==> src/rtl/reward_rx.sv <==
// Receive side of the 5-word reward packet (src, battery, Q-value, cluster, destination).
// Drops packets not addressed to this node or cluster. Otherwise searches the neighbor-ID
// table for the source ID and writes battery status and Q-value into that neighbor's slots.
//
// state  | meaning
// IDLE   | block disabled
// ARMED  | waiting for word 0 (source ID)
// RX1    | waiting for word 1 (battery status)
// RX2    | waiting for word 2 (Q-value)
// RX3    | waiting for word 3 (cluster ID)
// RX4    | waiting for word 4 (destination ID)
// CHECK  | cluster/destination filter, sample neighbor count
// SADDR  | neighbor-ID read address on the bus
// SCMP   | compare returned neighbor ID with source ID
// WBAT   | battery-status write on the bus
// WQV    | Q-value write on the bus
// FIN    | done pulse, packet stored
// DROP   | done + dropped pulse, packet discarded
//
// Registered outputs are loaded on the transition into a state, so each state's
// address/write/done values are on the pins for the duration of that state.

module reward_rx #(
    parameter int WORD_WIDTH       = 16,
    parameter int ADDR_WIDTH       = 11,
    parameter int NEIGHBOR_ID_BASE = 'h048,
    parameter int BATTERY_BASE     = 'h148,
    parameter int QVALUE_BASE      = 'h1C8,
    parameter int MAX_NEIGHBORS    = 64
) (
    input  logic                  clock,
    input  logic                  nrst,
    input  logic                  en,
    input  logic [WORD_WIDTH-1:0] rx_data,
    input  logic                  rx_valid,
    input  logic [WORD_WIDTH-1:0] MY_NODE_ID,
    input  logic [WORD_WIDTH-1:0] MY_CLUSTER_ID,
    input  logic [6:0]            neighbor_count,
    input  logic [WORD_WIDTH-1:0] mem_data_in,
    output logic [ADDR_WIDTH-1:0] address,
    output logic [WORD_WIDTH-1:0] mem_data_out,
    output logic                  wr_en,
    output logic                  done,
    output logic                  dropped,
    output logic [5:0]            found_index
);

    localparam logic [ADDR_WIDTH-1:0] NB_BASE  = ADDR_WIDTH'(NEIGHBOR_ID_BASE);
    localparam logic [ADDR_WIDTH-1:0] BAT_BASE = ADDR_WIDTH'(BATTERY_BASE);
    localparam logic [ADDR_WIDTH-1:0] QV_BASE  = ADDR_WIDTH'(QVALUE_BASE);
    localparam logic [6:0]            MAX_CNT  = 7'(MAX_NEIGHBORS);

    typedef enum logic [3:0] {
        S_IDLE, S_ARMED, S_RX1, S_RX2, S_RX3, S_RX4, S_CHECK,
        S_SADDR, S_SCMP, S_WBAT, S_WQV, S_FIN, S_DROP
    } state_t;

    state_t                  state_q, state_d;
    logic [WORD_WIDTH-1:0]   src_q, src_d, bat_q, bat_d, qv_q, qv_d;
    logic [WORD_WIDTH-1:0]   clu_q, clu_d, dst_q, dst_d;
    logic [5:0]              idx_q, idx_d;
    logic [6:0]              cnt_q, cnt_d;
    logic [6:0]              cnt_clamp;
    logic [ADDR_WIDTH-1:0]   address_q, address_d;
    logic [WORD_WIDTH-1:0]   mem_data_out_q, mem_data_out_d;
    logic                    wr_en_q, wr_en_d, done_q, done_d, dropped_q, dropped_d;
    logic [5:0]              found_index_q, found_index_d;

    function automatic logic [ADDR_WIDTH-1:0] tbl_addr(input logic [ADDR_WIDTH-1:0] base,
                                                       input logic [5:0] i);
        return base + ADDR_WIDTH'({i, 1'b0});
    endfunction

    // Next-state, captured fields and next registered outputs
    always_comb begin
        state_d        = state_q;
        src_d          = src_q;
        bat_d          = bat_q;
        qv_d           = qv_q;
        clu_d          = clu_q;
        dst_d          = dst_q;
        idx_d          = idx_q;
        cnt_d          = cnt_q;
        address_d      = address_q;
        mem_data_out_d = mem_data_out_q;
        found_index_d  = found_index_q;
        wr_en_d        = 1'b0;
        done_d         = 1'b0;
        dropped_d      = 1'b0;
        cnt_clamp      = (neighbor_count > MAX_CNT) ? MAX_CNT : neighbor_count;

        if (!en) begin
            state_d = S_IDLE;
        end else begin
            case (state_q)
                S_IDLE:  state_d = S_ARMED;
                S_ARMED: if (rx_valid) begin src_d = rx_data; state_d = S_RX1; end
                S_RX1:   if (rx_valid) begin bat_d = rx_data; state_d = S_RX2; end
                S_RX2:   if (rx_valid) begin qv_d  = rx_data; state_d = S_RX3; end
                S_RX3:   if (rx_valid) begin clu_d = rx_data; state_d = S_RX4; end
                S_RX4:   if (rx_valid) begin dst_d = rx_data; state_d = S_CHECK; end
                S_CHECK: begin
                    cnt_d = cnt_clamp;
                    if (clu_q != MY_CLUSTER_ID || dst_q != MY_NODE_ID || cnt_clamp == 7'd0) begin
                        state_d   = S_DROP;
                        done_d    = 1'b1;
                        dropped_d = 1'b1;
                    end else begin
                        idx_d     = 6'd0;
                        address_d = NB_BASE;
                        state_d   = S_SADDR;
                    end
                end
                S_SADDR: state_d = S_SCMP;
                S_SCMP: begin
                    if (mem_data_in == src_q) begin
                        found_index_d  = idx_q;
                        address_d      = tbl_addr(BAT_BASE, idx_q);
                        mem_data_out_d = bat_q;
                        wr_en_d        = 1'b1;
                        state_d        = S_WBAT;
                    end else if ({1'b0, idx_q} == 7'(cnt_q - 7'd1)) begin
                        done_d    = 1'b1;
                        dropped_d = 1'b1;
                        state_d   = S_DROP;
                    end else begin
                        idx_d     = 6'(idx_q + 6'd1);
                        address_d = tbl_addr(NB_BASE, 6'(idx_q + 6'd1));
                        state_d   = S_SADDR;
                    end
                end
                S_WBAT: begin
                    address_d      = tbl_addr(QV_BASE, idx_q);
                    mem_data_out_d = qv_q;
                    wr_en_d        = 1'b1;
                    state_d        = S_WQV;
                end
                S_WQV: begin
                    done_d  = 1'b1;
                    state_d = S_FIN;
                end
                S_FIN:   state_d = S_ARMED;
                S_DROP:  state_d = S_ARMED;
                default: state_d = S_IDLE;
            endcase
        end
    end

    // State and output registers, synchronous active-low reset
    always_ff @(posedge clock) begin
        if (!nrst) begin
            state_q        <= S_IDLE;
            src_q          <= '0;
            bat_q          <= '0;
            qv_q           <= '0;
            clu_q          <= '0;
            dst_q          <= '0;
            idx_q          <= '0;
            cnt_q          <= '0;
            address_q      <= '0;
            mem_data_out_q <= '0;
            found_index_q  <= '0;
            wr_en_q        <= 1'b0;
            done_q         <= 1'b0;
            dropped_q      <= 1'b0;
        end else begin
            state_q        <= state_d;
            src_q          <= src_d;
            bat_q          <= bat_d;
            qv_q           <= qv_d;
            clu_q          <= clu_d;
            dst_q          <= dst_d;
            idx_q          <= idx_d;
            cnt_q          <= cnt_d;
            address_q      <= address_d;
            mem_data_out_q <= mem_data_out_d;
            found_index_q  <= found_index_d;
            wr_en_q        <= wr_en_d;
            done_q         <= done_d;
            dropped_q      <= dropped_d;
        end
    end

    assign address      = address_q;
    assign mem_data_out = mem_data_out_q;
    assign wr_en        = wr_en_q;
    assign done         = done_q;
    assign dropped      = dropped_q;
    assign found_index  = found_index_q;

endmodule

==> config.mk <==
export PLATFORM = sky130hd
export DESIGN_NAME = reward_rx
export DESIGN_NICKNAME = d
export VERILOG_FILES = /design/src/rtl/reward_rx.sv
export SDC_FILE = /design/constraint.sdc
export NUM_CORES = 1
export LEC_CHECK = 0
export ABC_AREA = 1
export CELL_PAD_IN_SITES_DETAIL_PLACEMENT = 0
export CELL_PAD_IN_SITES_GLOBAL_PLACEMENT = 1
export CORE_MARGIN = 4
export CORE_UTILIZATION = 39
export CTS_BUF_LIST = sky130_fd_sc_hd__clkbuf_8
export DETAILED_ROUTE_END_ITERATION = 12
export GPL_ROUTABILITY_DRIVEN = 0
export PLACE_DENSITY_LB_ADDON = 0.1
export SLEW_MARGIN = 10
export SYNTH_ARGS = -nofsm -noshare
export SYNTH_HDL_FRONTEND = slang
export SYNTH_SLANG_ARGS = --single-unit
==> constraint.sdc <==
create_clock -name clock -period 2.2 [get_ports clock]
set_clock_uncertainty 0.15 [all_clocks]
set_input_delay 0.44 -clock clock [delete_from_list [all_inputs] [get_ports clock]]
set_output_delay 0.44 -clock clock [all_outputs]
set_load 0.02 [all_outputs]
==> impl_metrics.tcl <==
set metrics [dict create \
    status "completed" \
    stdcell_area_sq_um 8964 \
    die_h_um 138.7 \
    slew_violations 0 \
    grtUsageTotal_pct 20.19 \
    yosysTopAreaCell "dfxtp_1" \
    clock_sink_count 131 \
    routed_wire_length_per_instance_um 13.67 \
    final_antenna_net_count 0 \
    min_path_type "reg -> reg" \
    grt_overflow 0 \
    synth_top_cell_area_share_pct 39.38 \
    cp_max_fo 9 \
    synth_most_common_cell "nand2_1" \
    first_pass_iters 5 \
    core.rowCount 47 \
    synthArstFlopShare_pct 0 \
    ys_seq_elements 131 \
    start_util_pct 40.02 \
    setup_tns_ns 0 \
    synthTopCellsByCount "nand2_1 (250), nor2_1 (132), dfxtp_1 (131), inv_1 (113), o21ai_0 (92)" \
    maxCapViolations 0 \
    fp.coreArea_sq_um 16640 \
    arrival_ns 2.24 \
    clkTransAtPathRegs_ns 0.08 \
    clock_tree.buffer_depth 2 \
    critPathRequiredTime_ns 2.38 \
    port_buffers 108 \
    seq_area_frac_synth_pct 39.38 \
    drcViolationCount 0 \
    synth.top_cells.by_area "dfxtp_1 (39%), nand2_1 (14%), nor2_1 (7.4%)" \
    crit_path_end_kind "flip-flop" \
    path_cells "clkdlybuf4s50_1, inv_1, nand2_1, nand2_1, nor2_1, nand2_1, nor2_2, nand2_1, nor2_2, nand2_1, nand2_4, nand3_2, nor2_1, nor2_1" \
    grt_pass1_vias 6066 \
    yosysWarningCount 0 \
    num_antenna_cells 0 \
    power.density_nw_per_um2 544.8 \
    via_count 6562 \
    cp_num_buf_inv 2 \
    antenna_found_initial 0 \
    fmax_mhz 484.6 \
    drt_iter0_markers 372 \
    syn_area_per_cell_sq_um 6.634 \
    cts-root-buf "clkbuf_8" \
    finalPower_mw 4.883 \
    setup-violations-final 0 \
    ios 111 \
    die_x_um 138.7 \
    ir_drop_mv 0.4517 \
    finalWorstSetupSlack_ns 0.1366 \
    pre_cts_slack_ns -0.3638 \
    fillCellCount 1718 \
    startpoint_type "input port" \
    hpwl_um 14030 \
    die-area_sq_um 19230 \
    post-route-period-util_pct 93.79 \
    grt_max_degree 91 \
    place_area_sq_um 8539 \
    via_per_inst 4.664 \
    synth_edf_count 0 \
    cp_slowest_stage_delay_ns 0.48 \
    insertion_delay_ns 0.44 \
    crit_top_cell "nand2_1" \
    numCtsBuffers 17 \
    path_delay_family "simple AND/OR/NAND/NOR gates" \
    final_util_pct 53.86 \
    synthFlopType "dfxtp_1" \
    finalCriticalPeriod_ns 2.063 \
    syn_area_sq_um 6660 \
    crit_slowest_cell "clkdlybuf4s50_1" \
    layout-drive-gt1-share_pct 12.97 \
    crit_type "in -> reg" \
    nNetsFinal 1253 \
    routed_wl_um 19230 \
    syn2layout_area_growth_pct 34.59 \
    cts_tree "done" \
    htreeDepth 4 \
    synthCells 1004 \
    leakage_nw 3.821 \
    grt_pass1_wl_um 31710 \
    yosysUniqueCellTypes 34 \
    finalHoldViolations 0 \
]
worst paths after layout:
kind / slack, ns / depth (start not counted) / from / to
worst max-delay path: 0.14 / 14 / MY_NODE_ID[13] / address[6]
worst min-delay path: 0.30 / 2 / qv_q[0] / qv_q[0]
worst max register to register: 0.18 / 10 / idx_q[0] / address[7]
worst min register to register: 0.30 / 2 / qv_q[0] / qv_q[0]
cell families after synthesis:
family                   share of synthesized area [%]
AND/OR/NAND/NOR                                  30.79
flip-flops                                       39.38
adder cells (fa/ha/maj)                         0.7515
buffers and inverters                            9.844
XOR/XNOR                                         4.471
AO/OA/AOI/OAI                                    14.71
other                                          0.05631
area by class of cell:
| cell class | instances | area, sq um | area share [%] |
|---|---|---|---|
| Clock buffer | 17 | 234.0 | 2.610 |
| Inverter | 125 | 476.7 | 5.318 |
| Timing Repair Buffer | 186 | 1787 | 19.93 |
| Sequential cell | 131 | 2623 | 29.26 |
| Clock inverter | 15 | 150.1 | 1.675 |
| Multi-Input combinational cell | 713 | 3418 | 38.14 |
| Tap cell | 220 | 275.3 | 3.071 |
repair_timing:
item | in CTS | in global routing
hold buffers | 0 | 0
setup endpoints to repair | 0 | 15
setup buffers | 0 | 1
resized for setup | 0 | 6
flip-flops by register name, summed over array words and instances, names as in the netlist:
name	flops
address	9
found_index	6
idx_q	6
qv_q	16
wr_en	1
bat_q	16
state_q	4
cnt_q	7
mem_data_out	16
clu_q	16
dropped	1
src_q	16
dst_q	16
done	1
report_power, final:
| part | internal (mW) | switching [mW] |
|---|---|---|
| sequential | 2.39 | 0.0120 |
| combinational | 0.237 | 0.240 |
| clock | 0.929 | 1.08 |
| total | 3.55 | 1.33 |
layer usage:
layer / routed length, um / GRT usage, % / up-vias
met5: 0 / 0 / -
met4: 260 / 5.716 / 0
met3: 787 / 4.000 / 18
met2: 7926 / 28.93 / 139
met1: 10260 / 30.67 / 2898
li1: - / - / 3507
placed cells by master (no fill, tap or decap), types with 17 or more instances in the layout:
cell type,n
clkbuf_8,17
o21ai_0,92
nand3_1,55
nand2_1,248
clkdlybuf4s50_1,107
nor2_1,131
inv_1,113
dfxtp_1,131
xor2_1,18
buf_4,68
a21oi_1,90
worst min-delay path, cell delays in order, from the launching register on:
cell and delay (ns):
dfxtp_1 0.30, inv_1 0.05, a21oi_1 0.05
metrics by stage:
| stage | std cells | hold WS, ns |
|---|---|---|
| after floorplan | 1005 | 0.2745 |
| after global placement | 1373 | 0.2834 |
| after detailed placement | 1373 | 0.2899 |
| after CTS | 1405 | 0.3012 |
| after global routing | 1407 | 0.3256 |
| final | 1407 | 0.2977 |
No activity file was read; power rests on OpenSTA's default activity.
